**config.mk**
```make
export PLATFORM = sky130hd
export DESIGN_NAME = dma_bus_system
export DESIGN_NICKNAME = d
export VERILOG_FILES = /design/src/rtl/dma_bus_system_pkg.sv /design/src/rtl/dma_bus_system_dmac.sv /design/src/rtl/dma_bus_system.sv
export SDC_FILE = /design/constraint.sdc
export NUM_CORES = 2
export LEC_CHECK = 0
export CELL_PAD_IN_SITES_DETAIL_PLACEMENT = 1
export CELL_PAD_IN_SITES_GLOBAL_PLACEMENT = 1
export CORE_MARGIN = 8
export CORE_UTILIZATION = 45
export DETAILED_ROUTE_END_ITERATION = 8
export PLACE_DENSITY_LB_ADDON = 0.3
export SLEW_MARGIN = 40
export SYNTH_ARGS = -nofsm -noshare
export SYNTH_HDL_FRONTEND = slang
export SYNTH_SLANG_ARGS = --single-unit
```
**constraint.sdc**
```tcl
create_clock -name clk -period 6.4 [get_ports clk]
set_input_delay 0.64 -clock clk [delete_from_list [all_inputs] [get_ports clk]]
set_output_delay 0.64 -clock clk [all_outputs]
set_load 0.01 [all_outputs]
```
**src/rtl/dma_bus_system_pkg.sv**
```systemverilog
// Shared widths, bus polarities, DMAC state encoding and address map for dma_bus_system.
package dma_bus_system_pkg;

    localparam int BUS_ADDR_WIDTH = 10;
    localparam int DATA_WIDTH     = 8;
    localparam int BURST_LEN      = 4;
    localparam int LEN_W          = $clog2(BURST_LEN + 1);

    localparam logic Enable_  = 1'b0;
    localparam logic Disable_ = 1'b1;
    localparam logic Read     = 1'b1;
    localparam logic Write    = 1'b0;

    localparam logic [1:0] DMAC_MODE_SINGLE = 2'd0;
    localparam logic [1:0] DMAC_MODE_BURST  = 2'd1;

    typedef enum logic [1:0] {
        DMAC_IDLE  = 2'd0,
        DMAC_READ  = 2'd1,
        DMAC_WRITE = 2'd2,
        DMAC_EOP   = 2'd3
    } dmac_state_e;

    // Region is addr[9:8]; offsets are addr[7:0]
    localparam logic [1:0] REGION_RAM0  = 2'b00;
    localparam logic [1:0] REGION_RAM1  = 2'b01;
    localparam logic [1:0] REGION_TIMER = 2'b10;
    localparam logic [1:0] REGION_NONE  = 2'b11;

    localparam logic [7:0] TMR_COUNT_OFS = 8'h00;
    localparam logic [7:0] TMR_CTRL_OFS  = 8'h04;
    localparam int TMR_CLR_BIT   = 0;
    localparam int TMR_START_BIT = 1;
    localparam int TMR_STOP_BIT  = 2;

    // Modes 2 and 3 fall back to a single-byte transfer
    function automatic logic [LEN_W-1:0] dmac_len(input logic [1:0] mode);
        return (mode == DMAC_MODE_BURST) ? LEN_W'(BURST_LEN) : LEN_W'(1);
    endfunction

endpackage

```
**src/rtl/dma_bus_system_dmac.sv**
```systemverilog
// Single-channel memory-to-memory DMA engine: one READ/WRITE pair per byte, then a one-cycle EOP.
module dma_bus_system_dmac
    import dma_bus_system_pkg::*;
(
    input  logic                      clk,
    input  logic                      reset_,
    input  logic                      dreq_n_i,
    input  logic                      breq_n_i,
    input  logic [BUS_ADDR_WIDTH-1:0] dsaddr_i,
    input  logic [BUS_ADDR_WIDTH-1:0] ddaddr_i,
    input  logic [1:0]                dmode_i,
    input  logic [DATA_WIDTH-1:0]     rdata_i,
    output dmac_state_e               state_o,
    output logic                      busy_o,
    output logic [BUS_ADDR_WIDTH-1:0] addr_o,
    output logic                      rw_o,
    output logic [DATA_WIDTH-1:0]     wdata_o,
    output logic                      eop_n_o
);

    dmac_state_e               state_q, state_d;
    logic [BUS_ADDR_WIDTH-1:0] src_q, src_d, dst_q, dst_d;
    logic [LEN_W-1:0]          cnt_q, cnt_d;
    logic [DATA_WIDTH-1:0]     hold_q, hold_d;

    always_ff @(posedge clk) begin
        if (reset_) begin
            state_q <= DMAC_IDLE;
            src_q   <= '0;
            dst_q   <= '0;
            cnt_q   <= '0;
            hold_q  <= '0;
        end else begin
            state_q <= state_d;
            src_q   <= src_d;
            dst_q   <= dst_d;
            cnt_q   <= cnt_d;
            hold_q  <= hold_d;
        end
    end

    always_comb begin
        state_d = state_q;
        src_d   = src_q;
        dst_d   = dst_q;
        cnt_d   = cnt_q;
        hold_d  = hold_q;
        case (state_q)
            DMAC_IDLE: begin
                // The external master has priority: only start when it is not requesting
                if (dreq_n_i == Enable_ && breq_n_i == Disable_) begin
                    src_d   = dsaddr_i;
                    dst_d   = ddaddr_i;
                    cnt_d   = dmac_len(dmode_i);
                    state_d = DMAC_READ;
                end
            end
            DMAC_READ: begin
                hold_d  = rdata_i;
                state_d = DMAC_WRITE;
            end
            DMAC_WRITE: begin
                src_d   = src_q + 1'b1;
                dst_d   = dst_q + 1'b1;
                cnt_d   = cnt_q - 1'b1;
                state_d = (cnt_q == LEN_W'(1)) ? DMAC_EOP : DMAC_READ;
            end
            default: state_d = DMAC_IDLE;
        endcase
    end

    always_comb begin
        state_o = state_q;
        busy_o  = (state_q == DMAC_READ) || (state_q == DMAC_WRITE);
        addr_o  = (state_q == DMAC_READ) ? src_q : dst_q;
        rw_o    = (state_q == DMAC_WRITE) ? Write : Read;
        wdata_o = hold_q;
        eop_n_o = (state_q == DMAC_EOP) ? Enable_ : Disable_;
    end

endmodule

```
**src/rtl/dma_bus_system.sv**
```systemverilog
// 8-bit microsystem: arbiter/decoder, two 256x8 RAMs, free-running timer and a DMAC
// sharing one 10-bit bus between the external master and the DMA engine.
module dma_bus_system
    import dma_bus_system_pkg::*;
(
    input  logic                      clk,
    input  logic                      reset_,
    input  logic [BUS_ADDR_WIDTH-1:0] addr,
    input  logic [DATA_WIDTH-1:0]     idata,
    output logic [DATA_WIDTH-1:0]     odata,
    input  logic                      rw_,
    input  logic                      breq_,
    output logic                      bgrt_,
    input  logic [BUS_ADDR_WIDTH-1:0] dsaddr,
    input  logic [BUS_ADDR_WIDTH-1:0] ddaddr,
    input  logic [1:0]                dmode,
    input  logic                      dreq_,
    output logic                      eop_
);

    dmac_state_e               dmac_state;
    logic                      dmac_own, dmac_rw;
    logic [BUS_ADDR_WIDTH-1:0] dmac_addr;
    logic [DATA_WIDTH-1:0]     dmac_wdata;

    logic                      ext_own, bus_vld, bus_rw, bus_we;
    logic [BUS_ADDR_WIDTH-1:0] bus_addr;
    logic [DATA_WIDTH-1:0]     bus_wdata, bus_rdata;
    logic [7:0]                ofs;
    logic                      cs0_, cs1_, cs2_;

    logic [DATA_WIDTH-1:0]     ram0_q [256];
    logic [DATA_WIDTH-1:0]     ram1_q [256];
    logic [DATA_WIDTH-1:0]     count_q, count_d;
    logic                      run_q, run_d, tmr_wr;

    dma_bus_system_dmac u_dmac (
        .clk      (clk),
        .reset_   (reset_),
        .dreq_n_i (dreq_),
        .breq_n_i (breq_),
        .dsaddr_i (dsaddr),
        .ddaddr_i (ddaddr),
        .dmode_i  (dmode),
        .rdata_i  (bus_rdata),
        .state_o  (dmac_state),
        .busy_o   (dmac_own),
        .addr_o   (dmac_addr),
        .rw_o     (dmac_rw),
        .wdata_o  (dmac_wdata),
        .eop_n_o  (eop_)
    );

    // Grant only while the DMAC is idle; a started transfer keeps the bus through EOP
    assign ext_own = (breq_ == Enable_) && (dmac_state == DMAC_IDLE);
    assign bgrt_   = ext_own ? Enable_ : Disable_;

    always_comb begin
        bus_vld   = ext_own || dmac_own;
        bus_addr  = dmac_own ? dmac_addr  : addr;
        bus_rw    = dmac_own ? dmac_rw    : rw_;
        bus_wdata = dmac_own ? dmac_wdata : idata;
    end

    assign ofs    = bus_addr[7:0];
    assign bus_we = bus_vld && (bus_rw == Write) && !reset_;

    always_comb begin
        cs0_ = Disable_;
        cs1_ = Disable_;
        cs2_ = Disable_;
        if (bus_vld) begin
            case (bus_addr[9:8])
                REGION_RAM0:  cs0_ = Enable_;
                REGION_RAM1:  cs1_ = Enable_;
                REGION_TIMER: cs2_ = Enable_;
                default:      ;
            endcase
        end
    end

    always_ff @(posedge clk) begin
        if (bus_we && cs0_ == Enable_) ram0_q[ofs] <= bus_wdata;
        if (bus_we && cs1_ == Enable_) ram1_q[ofs] <= bus_wdata;
    end

    always_comb begin
        bus_rdata = '0;
        if (cs0_ == Enable_)      bus_rdata = ram0_q[ofs];
        else if (cs1_ == Enable_) bus_rdata = ram1_q[ofs];
        else if (cs2_ == Enable_ && ofs == TMR_COUNT_OFS) bus_rdata = count_q;
    end

    assign odata = (ext_own && rw_ == Read) ? bus_rdata : '0;

    assign tmr_wr = bus_we && (cs2_ == Enable_) && (ofs == TMR_CTRL_OFS);

    // Clear wins over counting in the same cycle; stop wins over start
    always_comb begin
        count_d = count_q;
        run_d   = run_q;
        if (tmr_wr && bus_wdata[TMR_CLR_BIT]) count_d = '0;
        else if (run_q)                       count_d = count_q + 1'b1;
        if (tmr_wr) begin
            if (bus_wdata[TMR_STOP_BIT])       run_d = 1'b0;
            else if (bus_wdata[TMR_START_BIT]) run_d = 1'b1;
        end
    end

    always_ff @(posedge clk) begin
        if (reset_) begin
            count_q <= '0;
            run_q   <= 1'b0;
        end else begin
            count_q <= count_d;
            run_q   <= run_d;
        end
    end

endmodule

```
==> reports/qor.yml <==
setup_path:
  critical_path.max_fanout: 9
  crit_arrival_ns: 5.85
  critPathLaunch: "u_dmac.state_o[0]$_SDFFE_PP0P_"
  critPathMaxStageDelay_ns: 0.48
  startpoint_type: "flip-flop"
  crit_required_ns: 5.76
  r2r_start: "u_dmac.state_o[0]$_SDFFE_PP0P_"
  path_class: "flip-flop to primary output"
  cp_common_cell: "buf_4"
  critPathSlowestCell: "nand4_1"
  path_cells: "inv_4 > ha_4 > buf_8 > buf_4 > buf_4 > nor2_2 > buf_6 > a21oi_4 > buf_4 > nand2_4 > buf_6 > a211oi_1 > nor4_1 > o22ai_1 > nor3_1 > buf_4 > nand4_1 > buf_4 > a22oi_2 > buf_4 > a21oi_1 > buf_2"
  end_kind: "primary output"
route:
  firstDrtPassIters: 9
  ant_nets: 0
  dr_total_vias: 111000
  wl_per_cell_um: 36.1
  drt-vias-per-instance: 6.54
  finalWirelength_um: 612000
  remaining_drc_errors: 0
  drtIter0Drc: 16400
timing:
  finalSetupViolCount: 3
  worstMarginPinSlew_ns: 0.983
  fin_setup_tns_ns: -0.185
  layout_setup_ws_ns: -0.0922
  max_freq_mhz: 154
  skew_ns: 0.0921
  post-route-period-util_pct: 101
  max_slew_margin_pct: 32.8
  fin_crit_ns: 6.49
  grt_setup_unrepaired: "true"
  hold_viol: 0
  slew_viol_final: 0
synth:
  synthSimpleGateAreaFrac_pct: 10.3
  async_flop_share_pct: 0
  synth_area_um2: 165000
  synth_area_per_cell_um2: 14.8
  synthFlopType: "edfxtp_1"
  ys_ff_latch: 4138
  yosysUniqueCellTypes: 86
  synth_xor_area_share_pct: 0.0371
  yosys.area_share.adder_pct: 0.0681
  synth-edff-count: 4096
  synth_nets: 11300
  synth.area.mux_share_pct: 5.50
  ys_warn_count: 0
  syn-instance-count: 11200
  synth_top_family_by_area: "simple AND/OR/NAND/NOR gates"
  synth_compound_area_share_pct: 6.65
  synth_seq_area_share_pct: 74.9
clocking:
  cts.sink_count: 4138
  holdBufCountCts: 0
  cts_htree_levels: 5
  cts_buffers: 426
  clockBufferDepth: 4
  clockRootBuffer: "clkbuf_16"
  clock_latency_ns: 1.01
  clk_pin_slew_worst_paths_ns: 0.07
  cts_tree: "yes"
worst_hold_path:
  hold_start: "dsaddr[0]"
  min_path_type: "primary input to flip-flop"
place:
  port_buffers: 54
  hpwl_um: 368000
  place_inst: 15900
  place.gp.congestion: 0.931
grt:
  gr-usage-all-layers_pct: 30.1
  grt-ovfl-total: 0
  grt_pass1_vias: 110000
  grt_max_degree: 187
  antenna_found_initial: 28
  grt_pass1_wl_um: 846000
run_status:
  run_status: "complete, but fails checks"
  failed_checks: "negative setup slack"
cells_and_area:
  drive_gt1_share_pct: 19.8
  fin_util_pct: 53.4
  finalNonFillerCells: 17000
  syn_to_final_growth_pct: 18.1
  fin_nets: 11800
power:
  power.density_nw_per_um2: 502
  leakagePower_nw: 64.8
  peakVddDrop_mv: 0.482
floorplanning:
  die-area_um2: 387000
  start_util_pct: 45.2
  dieWidth_um: 622
  die_y_um: 622
  row_count: 222
  pin_count: 55
  core_area_um2: 366000
run:
  maxCapViolCount: 0
==> final cells by class <==
type                    instances  area (µm²)
flip-flops and latches       4138      124000
repair buffers                938       11100
fillers                     34300      170000
inverters                      57         220
diodes                         11        27.5
well taps                    4816        6030
clock inverters               261        2830
multi-input cells            6213       40300
clock buffers                 518       11000
==> kinds of logic after synthesis <==
logic type,after synthesis
buffers and inverters,852
xor gates and xnor gates,7
adders and majority gates,9
and+or+nand+nor,4052
DFF,4138
muxes,589
AOI/OAI and AO/OA,1556
==> repair_timing <==
action / 4_1_cts / 5_1_grt
cloned: 34 / 12
gates resized for setup: 310 / 144
setup buffers: 116 / 54
setup endpoints to repair: 8 / 8
pin swaps: 59 / 53
==> routing by layer <==
metal | vias up | track usage (%) | wire length [µm]
met5 | - | 0 | 115
met4 | 18 | 16.7 | 40600
met3 | 1641 | 7.77 | 72000
met2 | 7491 | 45.9 | 274000
met1 | 57600 | 39.4 | 226000
li1 | 44100 | - | -
==> cells in the mapped netlist, types with 88 or more instances <==
master       n  area, µm²
mux4_2     252       5680
nand3_1    877       4390
a32oi_1    236       2070
buf_4       98        736
edfxtp_1  4096     123000
a211oi_1   171       1280
nand4_1     88        551
a21oi_1    458       2290
nand2_1   2223       8340
clkbuf_1   286       1070
mux2i_1    316       3160
nor2_1     637       2390
a22oi_1    173       1300
buf_2      310       1550
==> worst paths after layout <==
kind                                        to  cells after the start  slack [ns]
setup / recovery                      odata[5]                     22       -0.09
hold / removal    u_dmac.src_q[0]$_SDFFE_PP0P_                      3        0.29
setup reg to reg       ram1_q[38][0]$_DFFE_PP_                     14        1.08
hold reg to reg   u_dmac.dst_q[9]$_SDFFE_PP0P_                      2        0.50
==> worst max-delay path: cells and delay by family (launching register included) <==
kind	cells	cell delay, ns
flip-flops	1	0.38
AND/OR/NAND/NOR	5	1.44
adder cells (fa/ha/maj)	1	0.31
AO/OA/AOI/OAI	5	0.56
buffers and inverters	11	2.09
==> through the flow <==
step	instance area, µm²	power, W	hold slack, ns	worst slack, ns
finish	195000	0.0981	0.295	-0.0922
global route	195000	0.0995	0.291	-0.0664
CTS	193000	0.0955	0.240	-0.0538
detailed placement	176000	0.0675	0.492	-0.482
global placement	175000	0.0665	0.462	-0.502
floorplan	165000	0.0509	0.449	-0.165
==> report_power, final <==
part / leakage, nW / total, W / switching (W) / internal (W)
logic: 20.7 / 0.0401 / 0.0277 / 0.0123
clock network: 6.76 / 0.0252 / 0.0109 / 0.0143
registers: 37.4 / 0.0329 / 0.000119 / 0.0327
total: 64.8 / 0.0981 / 0.0388 / 0.0594
==> cell usage in the layout, fill, tap and decap left out, types with 217 or more instances in the layout <==
| cell type | netlist | layout |
|---|---|---|
| buf_4 | 98 | 594 |
| a21oi_1 | 458 | 420 |
| mux2i_1 | 316 | 306 |
| nand2_1 | 2223 | 2197 |
| nor2_1 | 637 | 258 |
| nand3_1 | 877 | 853 |
| nor2_2 | 3 | 367 |
| mux4_2 | 252 | 252 |
| a32oi_1 | 236 | 217 |
| clkbuf_16 | 0 | 440 |
| edfxtp_1 | 4096 | 4096 |
==> sequential cells by signal, summed over array words and instances (netlist names) <==
register and count:
u_dmac.wdata_o 8, u_dmac.src_q 10, u_dmac.state_o 2, u_dmac.cnt_q 3, ram1_q 2048, count_q 8
u_dmac.dst_q 10, run_q 1, ram0_q 2048
Note: power is estimated with default switching activity, not from simulation.
